`src/rtl/userio_joy_serial.sv`:
```
// userio_joy_serial: 74HC165-chain joystick reader with whole-scan debouncing.
// Define JOY_AUTOFIRE_EN to add the autofire_mask port and AUTOFIRE_SCANS parameter.
module userio_joy_serial #(
   parameter int PLAYERS        = 2,
   parameter int BITS           = 12,
   parameter int CLK_DIV        = 50,
   parameter int DEBOUNCE_SCANS = 2,
`ifdef JOY_AUTOFIRE_EN
   parameter int AUTOFIRE_SCANS = 4,
`endif
   parameter bit ACTIVE_LOW     = 1'b1
) (
   input  logic                      clk,
   input  logic                      reset_n,
   input  logic                      enable,
   output logic                      joy_clk,
   output logic                      joy_load,
   input  logic                      joy_data,
`ifdef JOY_AUTOFIRE_EN
   input  logic [BITS-1:0]           autofire_mask,
`endif
   output logic [PLAYERS*BITS-1:0]   joystick,
   output logic                      scan_done,
   output logic                      changed
);

   localparam int N = PLAYERS * BITS;
   localparam int DIV_W = $clog2(CLK_DIV);
   localparam int IDX_W = $clog2(N);
   localparam logic [2:0] STABLE_MAX = 3'(DEBOUNCE_SCANS - 1);

   typedef enum logic [2:0] {IDLE, LOAD, SHIFT_LO, SHIFT_HI, COMMIT} state_t;

   state_t           state_q, state_d;
   logic [DIV_W-1:0] div_q, div_d;
   logic [IDX_W-1:0] bit_q, bit_d;
   logic [2:0]       stable_q, stable_d, stable_n;
   logic [N-1:0]     raw_q, raw_d;
   logic [N-1:0]     prev_q, prev_d;
   logic [N-1:0]     joystick_q, joystick_d;
   logic             joy_clk_q, joy_clk_d;
   logic             joy_load_q, joy_load_d;
   logic             scan_done_q, scan_done_d;
   logic             changed_q, changed_d;
   logic             tick;
   logic             update;

`ifdef JOY_AUTOFIRE_EN
   localparam int AF_W = (AUTOFIRE_SCANS > 1) ? $clog2(AUTOFIRE_SCANS) : 1;

   logic [N-1:0]    deb_q, deb_d, new_deb, full_mask;
   logic [AF_W-1:0] af_cnt_q [N];
   logic [AF_W-1:0] af_cnt_d [N];

   assign full_mask = {PLAYERS{autofire_mask}};
`endif

   always_comb begin
      tick        = (div_q == DIV_W'(CLK_DIV - 1));
      div_d       = (!enable || tick) ? '0 : div_q + 1'b1;
      state_d     = state_q;
      bit_d       = bit_q;
      stable_d    = stable_q;
      stable_n    = stable_q;
      raw_d       = raw_q;
      prev_d      = prev_q;
      joystick_d  = joystick_q;
      scan_done_d = 1'b0;
      changed_d   = 1'b0;
      update      = 1'b0;
`ifdef JOY_AUTOFIRE_EN
      deb_d   = deb_q;
      new_deb = deb_q;
      for (int j = 0; j < N; j++) af_cnt_d[j] = af_cnt_q[j];
`endif

      if (!enable) begin
         // Parking also clears the stable count so a re-enabled scan debounces afresh
         state_d  = IDLE;
         bit_d    = '0;
         stable_d = '0;
      end else if (tick) begin
         case (state_q)
            IDLE:     state_d = LOAD;
            LOAD: begin
               state_d = SHIFT_LO;
               bit_d   = '0;
            end
            SHIFT_LO: begin
               raw_d[bit_q] = joy_data ^ ACTIVE_LOW;
               state_d      = SHIFT_HI;
            end
            SHIFT_HI: begin
               if (bit_q != IDX_W'(N - 1)) begin
                  bit_d   = bit_q + 1'b1;
                  state_d = SHIFT_LO;
               end else begin
                  // The whole scan is evaluated here so the strobes land on COMMIT's first clk
                  state_d     = COMMIT;
                  bit_d       = '0;
                  stable_n    = (raw_q != prev_q) ? 3'd0 :
                                (stable_q == STABLE_MAX) ? STABLE_MAX : stable_q + 3'd1;
                  stable_d    = stable_n;
                  prev_d      = raw_q;
                  scan_done_d = 1'b1;
                  update      = (stable_n == STABLE_MAX);
`ifdef JOY_AUTOFIRE_EN
                  if (update) new_deb = raw_q;
                  deb_d = new_deb;
                  for (int j = 0; j < N; j++) begin
                     if (!full_mask[j]) begin
                        joystick_d[j] = new_deb[j];
                     end else if (!new_deb[j]) begin
                        joystick_d[j] = 1'b0;
                        af_cnt_d[j]   = '0;
                     end else if (!deb_q[j]) begin
                        joystick_d[j] = 1'b1;
                        af_cnt_d[j]   = '0;
                     end else if (af_cnt_q[j] == AF_W'(AUTOFIRE_SCANS - 1)) begin
                        joystick_d[j] = ~joystick_q[j];
                        af_cnt_d[j]   = '0;
                     end else begin
                        af_cnt_d[j] = af_cnt_q[j] + 1'b1;
                     end
                  end
                  changed_d = (joystick_d != joystick_q);
`else
                  if (update && (raw_q != joystick_q)) begin
                     joystick_d = raw_q;
                     changed_d  = 1'b1;
                  end
`endif
               end
            end
            COMMIT:   state_d = LOAD;
            default:  state_d = IDLE;
         endcase
      end

      joy_clk_d  = (state_d == SHIFT_HI);
      joy_load_d = (state_d != LOAD);
   end

   always_ff @(posedge clk or negedge reset_n) begin
      if (!reset_n) begin
         state_q     <= IDLE;
         div_q       <= '0;
         bit_q       <= '0;
         stable_q    <= '0;
         raw_q       <= '0;
         prev_q      <= '0;
         joystick_q  <= '0;
         joy_clk_q   <= 1'b0;
         joy_load_q  <= 1'b1;
         scan_done_q <= 1'b0;
         changed_q   <= 1'b0;
`ifdef JOY_AUTOFIRE_EN
         deb_q <= '0;
         for (int j = 0; j < N; j++) af_cnt_q[j] <= '0;
`endif
      end else begin
         state_q     <= state_d;
         div_q       <= div_d;
         bit_q       <= bit_d;
         stable_q    <= stable_d;
         raw_q       <= raw_d;
         prev_q      <= prev_d;
         joystick_q  <= joystick_d;
         joy_clk_q   <= joy_clk_d;
         joy_load_q  <= joy_load_d;
         scan_done_q <= scan_done_d;
         changed_q   <= changed_d;
`ifdef JOY_AUTOFIRE_EN
         deb_q <= deb_d;
         for (int j = 0; j < N; j++) af_cnt_q[j] <= af_cnt_d[j];
`endif
      end
   end

   assign joy_clk   = joy_clk_q;
   assign joy_load  = joy_load_q;
   assign joystick  = joystick_q;
   assign scan_done = scan_done_q;
   assign changed   = changed_q;

endmodule
```
`config.mk`:
```
export PLATFORM = sky130hd
export DESIGN_NAME = userio_joy_serial
export DESIGN_NICKNAME = d
export VERILOG_FILES = /design/src/rtl/userio_joy_serial.sv
export SDC_FILE = /design/constraint.sdc
export NUM_CORES = 1
export LEC_CHECK = 0
export ABC_AREA = 1
export BUFFER_PORTS_ARGS = -buffer_cell sky130_fd_sc_hd__buf_4
export CAP_MARGIN = 5
export CORE_UTILIZATION = 61
export CTS_CLUSTER_DIAMETER = 200
export DETAILED_ROUTE_END_ITERATION = 10
export HOLD_SLACK_MARGIN = 0.02
export PLACE_DENSITY = 0.8
export SYNTH_ARGS = -nofsm -noshare
export SYNTH_HDL_FRONTEND = slang
export SYNTH_SLANG_ARGS = --single-unit
```
`constraint.sdc`:
```
create_clock -name clk -period 2.15 [get_ports clk]
set_input_delay 0.1075 -clock clk [delete_from_list [all_inputs] [get_ports clk]]
set_output_delay 0.1075 -clock clk [all_outputs]
set_load 0.05 [all_outputs]
```
# == Word-level counts from Yosys, hierarchy flattened ==
# Index checks and enable logic that the tools add are counted.
# word_totals
output_inout_bits,28
reg_bits,93
# op_classes
muxes,27
reduce_logical,11
n_lt_le_gt_ge,2
bitwise_logic,2
eq_ne,16
add_sub_neg,3
# op_table
op,n
$ne 24x24->1,2
$mux 3,9
$bwmux 24,1
$mux 5,3
$pmux 3 s4,1
$mux 1,10
$pmux 5 s2,1
$eq 3x1->1 const B,3
$eq 3x2->1 const B,3
$add 6x1->6 const B,1
$eq 6x6->1 const B,1
$lt 5x6->1 const B,1
$mux 6,1
$ne 3x1->1 const B,2
$reduce_and 3->1,2
$add 5x1->5 const B,1
$demux 1 s5,1
$ge 5x1->1 const B,1
$ne 5x5->1 const B,1
$reduce_and 5->1,1
$ne 2x1->1 const B,2
$reduce_and 4->1,1
$add 3x1->3 const B,1
$eq 3x3->1 const B,1
8 further kinds,10

# == Longest topological paths before layout ==
# Gate-level depths: netlist of run 1.
# logic_depth
ltp_word,10
depth_mapped,12
mapped_depth_nobuf,11

# == Worst setup path after synthesis of run 1 ==
# No wires, ideal clock.
# synth_timing
kind,reg-to-reg
from,"reg joystick_q[18], in the netlist joystick[18]"
to,"reg joystick_q[23], in the netlist joystick[23]"
slack_ns,0.369
arrival_ns,1.661
required_time_ns,2.030
path_buffers,1
setup_time_ns,0.120
synth_period_minus_slack_ns,1.781
path_stages_with_launch,11
path_cell_list,dfrtp_1 > inv_1 > nand2_1 > nand2_1 > nor2_1 > nand2_1 > nor2_1 > nand3_1 > clkbuf_1 > nand4_1 > nand2_1
# synth_between
elab_chain_len,3
# synth_lines
element,line,source
from (decl),40,"logic [N-1:0] joystick_q, joystick_d;"
from (signal assigned),168,joystick_q <= joystick_d;
$ne 24x24->1,128,if (update && (raw_q != joystick_q)) begin
$logic_and 1x1->1,128,
$reduce_and 5->1 (no source line),--,
# Every way passes these cells.
# A chain may end at the register's enable or synchronous reset.

# == Final worst setup path of run 1 ==
# layout_timing
from,reg div_q[1]
to,"reg joystick_q[10], in the netlist joystick[10]"
# layout_between
elab_chain_len,2
# layout_lines
element,line,source
from (decl),35,"logic [DIV_W-1:0] div_q, div_d;"
from (signal assigned),163,div_q <= div_d;
$eq 6x6->1,59,tick = (div_q == DIV_W'(CLK_DIV - 1));
$reduce_and 5->1 (no source line),--,
# Every way passes these cells.

==> results of run 1 <==
## report_power, final
| group | internal [mW] | switching (mW) | total, mW |
|---|---|---|---|
| Sequential | 1.75 | 0.00491 | 1.76 |
| Clock | 0.460 | 0.646 | 1.11 |
| Combinational | 0.0178 | 0.0603 | 0.0781 |
## final cells by class
cell class              instances  area (um2)
inverters                      94       352.8
well taps                     102       127.6
multi-input cells             450        2113
repair buffers                 43       340.3
clock buffers                  10       137.6
flip-flops and latches         93        2328
fillers                       618        2280
clock inverters                 6       47.55
## layout by cell type, fill, tap and decap left out, types with 2 or more instances in the layout
cell type,n
nand2_1,243
inv_1,92
dfrtp_1,92
o21ai_0,52
nor2_1,47
buf_4,40
nand4_1,26
nor3_1,22
nand3_1,13
a21oi_1,12
clkbuf_8,10
xnor2_1,7
xor2_1,5
ha_1,5
clkinv_4,3
inv_2,2
nor2_4,2
nand3_4,2
or2_2,2
dlygate4sd3_1,2
## worst paths after layout
kind,start,to,cells past startpoint
max,div_q[1]$_DFF_PN0_,joystick[10]$_DFFE_PN0P_,10
min,enable,bit_q[0]$_DFFE_PN0P_,3
max reg2reg,div_q[1]$_DFF_PN0_,joystick[10]$_DFFE_PN0P_,10
min reg2reg,div_q[0]$_DFF_PN0_,div_q[0]$_DFF_PN0_,1
max in group asynchronous,reset_n,raw_q[23]$_DFFE_PN0P_,3
min in group asynchronous,reset_n,joystick[12]$_DFFE_PN0P_,2
## sequential cells by signal, summed over array words and instances, names as in the netlist
register,flops
changed,1
scan_done,1
prev_q,24
joy_clk,1
div_q,6
bit_q,5
joy_load,1
joystick,24
stable_q,3
state_q,3
raw_q,24
## repair_timing
| action | in CTS | in global routing |
|---|---|---|
| setup endpoints to repair | 0 | 9 |
| resized for setup | 0 | 1 |
| hold buffers | 2 | 0 |
| hold endpoints to repair | 42 | 0 |
| buffers inserted | 0 | 0 |
## cells in the mapped netlist, drive strengths merged, types with 7 or more instances
library cell	n
a21oi	12
dfrtp	92
nor2	51
nand2	244
nand4	26
xnor2	7
clkbuf	9
nor3	23
inv	94
nand3	15
o21ai	52
buf	8
## layer usage
layer,vias up,part of all wire
met5,-,0
met4,0,0.015
met3,16,0.051
met2,131,0.49
met1,1986,0.44
li1,2109,-
## logic make-up after synthesis
family	after synthesis	share of synthesized area
compound gates	69	0.07328
fa+ha+maj	6	0.01537
flops	93	0.4768
buf+inv	111	0.09095
simple gates	363	0.3221
xor+xnor	12	0.02152
## worst register-to-register path, delay by kind of cell, from the launching register on
family | cells | cell delay (ns)
AND/OR/NAND/NOR | 7 | 1.08
flip-flops | 1 | 0.41
buffers and inverters | 2 | 0.25
adder cells (fa/ha/maj) | 1 | 0.18
==> results by group, run 1 <==
Critical path
  • CP Data Required Time: 2.41 ns
  • Critical path class: flop to flop
  • CP top delay family: simple AND/OR/NAND/NOR gates
  • Reg2Reg Setup Slack: 0.15 ns
  • Startpoint types: flop
  • Crit-path max FO: 25
  • Worst Setup End Kind: flop
  • Slowest stage cell, crit path: dfrtp_1
  • Arrival @ worst endpoint: 2.25 ns
  • Max stage delay on crit path: 0.41 ns
  • Critical Path, Cell by Cell: inv_1, ha_1, nand3b_4, nor3_4, buf_4, nand3_4, nor2_8, nand3_4, nand2_1, nand2_1
  • WP buf/inv: 2

STA
  • Relative slew slack: 0.4729
  • Fin Hold WS: 0.08855 ns
  • Setup violators final: 0
  • Fin crit share: 0.9283
  • Setup ws final: 0.1542 ns
  • Fin. max-slew vios: 0
  • Skew final: 0.006534 ns
  • Fin crit period: 1.996 ns
  • Highest clock rate: 501.1 MHz
  • RSZ-0062 raised after global routing: true
  • Final Hold Viols: 0
  • Worst-Margin Slew: 0.7898 ns
  • Setup TNS: 0 ns

Floorplan
  • Core area: 0.007727 mm2
  • Die width: 91.48 um
  • Row count: 32
  • Ports: 32
  • DIE HEIGHT: 91.48 um
  • Effective utilization at floorplan: 0.6320
  • Die ar.: 0.008368 mm2

Placement
  • Placed cell area: 0.005240 mm2
  • DP HPWL: 7341 um
  • Gpl congestion: 0.8632
  • Post-Place Cells: 780
  • Port bufs: 31
  • Worst slack, placed: 0.1461 ns

Logic synthesis
  • Synthesis Warnings: 0
  • Syn Std Cell Area: 0.004883 mm2
  • Yosys cell types: 32
  • Post-synth EDFFs: 0
  • Number of synthesized register bits: 93
  • Area leader, netlist: dfrtp_1
  • Post-Syn Nets: 664
  • Area share of the largest cell type after synthesis: 0.4714
  • Top FF cell, synth: dfrtp_1
  • Ys async rst share: 1.000
  • Avg Cell Area, Syn: 7.467 um2
  • Post-synthesis sequential area ratio: 0.4768
  • Area contributors post-synth: dfrtp_1, nand2_1, inv_1
  • Post-synthesis cell count: 654

Run
  • MaxCap Viol Count: 0

Drt
  • DRC errors left: 0
  • Antenna-violating nets left: 0
  • WL per Instance: 13.44 um
  • Via count: 4242
  • DR vias/cell: 5.316
  • Final wirelength: 10730 um
  • DRT iter0 DRCs: 306
  • Drt pass-1 iters: 6

Pwr
  • Max rail drop VDD: 0.3304 mV
  • Static Leak: 2.679 nW
  • PwrDens: 540.0 mW/mm2
  • Total chip power: 2.942 mW

GRT
  • Vias in the first global route: 3992
  • First-pass GRT wire length: 17950 um
  • GRT met1 Usage: 0.3566
  • Largest net degree at the start of global routing: 52
  • Layer with the highest usage: met2
  • Antenna violations before repair: 0
  • Met3 global-route usage: 0.04020
  • Met2 GRT Util: 0.4630
  • Gr ovfl total: 0
  • GRT Overall Usage: 0.2743

Clock network
  • Clock Tree Buf Depth: 2
  • CTS Sinks: 93
  • CTS Buf Count: 9
  • H-Tree Depth: 3
  • CTS root buffer: clkbuf_8
  • Clk_lat worst skew: 0.36 ns
  • Clk slew on worst S/H paths: 0.09 ns
  • CTS tree: yes

Finish
  • Finished Layout Cells: 798
  • Cell area after layout: 0.005448 mm2
  • Area Growth Syn to Fin: 11.56%
  • Nets@finish: 701
  • Share of cells above drive strength 1: 0.1034
  • Core Util, Final: 0.7050
  • Antenna Diode Count: 0

Min path
  • Class of the worst hold path: primary input to flop

Outcome
  • Status: finished, final reports clean
No activity file was read; power rests on OpenSTA's default activity.
==> run 2, diff against run 1 <==
--- a/config.mk
+++ b/config.mk
@@ -6,11 +6,11 @@
 export NUM_CORES = 1
 export LEC_CHECK = 0
 export ABC_AREA = 1
-export BUFFER_PORTS_ARGS = -buffer_cell sky130_fd_sc_hd__buf_4
 export CAP_MARGIN = 5
-export CORE_UTILIZATION = 61
+export CORE_UTILIZATION = 64
 export CTS_CLUSTER_DIAMETER = 200
 export DETAILED_ROUTE_END_ITERATION = 10
+export DONT_BUFFER_PORTS = 1
 export HOLD_SLACK_MARGIN = 0.02
 export PLACE_DENSITY = 0.8
 export SYNTH_ARGS = -nofsm -noshare
==> results by group, run 2 (synthesis gave the netlist of run 1 again) <==
Pwr
  • Total chip power: 3.103 mW
  • Max rail drop VDD: 0.4115 mV
  • Clock Power Share: 0.422
  • Net Sw Power: 0.6239 mW
  • Pint: 2.479 mW
  • Fraction of power consumed by sequential logic: 0.566
  • Static Leak: 2.670 nW
  • Combinational share of power: 0.011
  • PwrDens: 570.0 mW/mm2
  • Sw Share: 0.2011

Drt
  • Drt pass-1 iters: 5
  • Final wirelength: 10820 um
  • DRT iter0 DRCs: 344
  • Antenna-violating nets left: 0
  • DRC errors left: 0
  • Via count: 4252
  • DR vias/cell: 5.382
  • WL per Instance: 13.70 um

STA
  • Worst-Margin Slew: 0.8045 ns
  • Final Hold Viols: 93
  • Fin crit share: 0.9102
  • Fin Hold WS: -0.5651 ns
  • Fin crit period: 1.957 ns
  • Skew final: 0.01048 ns
  • Setup violators final: 0
  • RSZ-0062 raised after global routing: true
  • Highest clock rate: 511.0 MHz
  • Setup TNS: 0 ns
  • Relative slew slack: 0.4631
  • Fin. max-slew vios: 0

Floorplan
  • Effective utilization at floorplan: 0.6662
  • Ports: 32
  • Row count: 31
  • Core area: 0.007331 mm2
  • Die ar.: 0.007983 mm2
  • DIE HEIGHT: 89.35 um
  • Die width: 89.35 um

Placement
  • Placed cell area: 0.005164 mm2
  • Post-Place Cells: 769
  • DP HPWL: 7196 um
  • Gpl congestion: 0.8611
  • Port bufs: 0

Finish
  • Finished Layout Cells: 790
  • Commonest non-fill, non-tap cell in the layout: nand2_1
  • Cell area after layout: 0.005444 mm2
  • Most frequent cells in the layout: nand2_1, inv_1, dfrtp_1
  • Antenna Diode Count: 0
  • Core Util, Final: 0.7426
  • Share of cells above drive strength 1: 0.09551
  • Nets@finish: 696
  • Area Growth Syn to Fin: 11.48%

GRT
  • Largest net degree at the start of global routing: 94
  • Antenna violations before repair: 0
  • Gr ovfl total: 0
  • GRT Overall Usage: 0.2888
  • Vias in the first global route: 3714
  • First-pass GRT wire length: 17320 um

Clock network
  • Hold_buf cts: 2
  • Clock Tree Buf Depth: 2
  • CTS root buffer: clkbuf_8
  • Clk slew on worst S/H paths: 0.09 ns
  • CTS Buf Count: 9
  • CTS tree: yes
  • CTS Sinks: 93
  • H-Tree Depth: 3
  • Clk_lat worst skew: 0.36 ns

Outcome
  • Status: finished, violations left
  • Failing checks: hold timing

Critical path
  • Startpoint types: flop
  • Worst R2R Start: raw_q[13]$_DFFE_PN0P_
  • Critical path class: flop to flop
  • Crit-path max FO: 24
  • CP Data Required Time: 2.40 ns
  • Arrival @ worst endpoint: 2.21 ns
  • Critical path origin: raw_q[13]$_DFFE_PN0P_
  • Worst Setup End Kind: flop

Min path
  • Class of the worst hold path: primary input to async pin

Run
  • MaxCap Viol Count: 0
-- run 2: metrics by stage --
step | setup WS (ns) | hold slack (ns)
6_report | 0.1931 | -0.5651
5_1_grt | -0.01418 | -0.5802
4_1_cts | 0.1171 | -0.5781
3_5_place_dp | 0.1287 | -0.1864
3_3_place_gp | 0.1881 | -0.1859
2_1_floorplan | 0.3690 | -0.1881
-- run 2: path summary, 6_finish.rpt --
kind | to | slack [ns] | cells after the start
min in group clk | stable_q[0]$_DFFE_PN0P_ | 0.04 | 4
min | joystick[8]$_DFFE_PN0P_ | -0.57 | 0
min reg2reg | div_q[0]$_DFF_PN0_ | 0.50 | 1
max | joystick[1]$_DFFE_PN0P_ | 0.19 | 10
max in group asynchronous | joy_load$_DFF_PN1_ | 2.48 | 0
max reg2reg | joystick[1]$_DFFE_PN0P_ | 0.19 | 10
-- run 2: final cells by class --
| type | instances | area, um2 |
|---|---|---|
| inverters | 94 | 352.8 |
| repair buffers | 37 | 282.8 |
| well taps | 99 | 123.9 |
| flip-flops and latches | 93 | 2328 |
| clock buffers | 12 | 155.1 |
| fillers | 568 | 1887 |
| clock inverters | 4 | 70.07 |
| multi-input cells | 451 | 2131 |
-- run 2: power by group through the flow --
stage	clock network (mW)	registers [mW]	logic [mW]
final	1.31	1.76	0.0348
after global placement	0	1.79	0.0302
after CTS	1.32	1.76	0.0348
after detailed placement	0	1.79	0.0314
after global routing	1.39	1.76	0.0387
after floorplan	0	1.79	0.0241
-- run 2: per-layer routing --
metal,vias up,global-route usage,part of all wire
li1,2106,-,-
met1,2020,0.3800,0.44
met2,107,0.4906,0.49
met3,19,0.03693,0.047
met4,0,0.1111,0.021
met5,-,0,0
-- run 2: what timing repair did --
action,4_1_cts,5_1_grt
buffers inserted,0,2
endpoints found under the setup margin,0,24
gates resized for setup,0,2
hold endpoints to repair,96,93
-- run 2: worst max-delay path: stages, from the launching register on --
cell and delay [ns]:
dfrtp_1 0.41, inv_1 0.10, nand2_1 0.06, nand2_1 0.05, nor2_1 0.14, nand2_1 0.10, nor2_1 0.21, nand3_1 0.26
buf_4 0.32, nand4_1 0.14, nand2_1 0.06
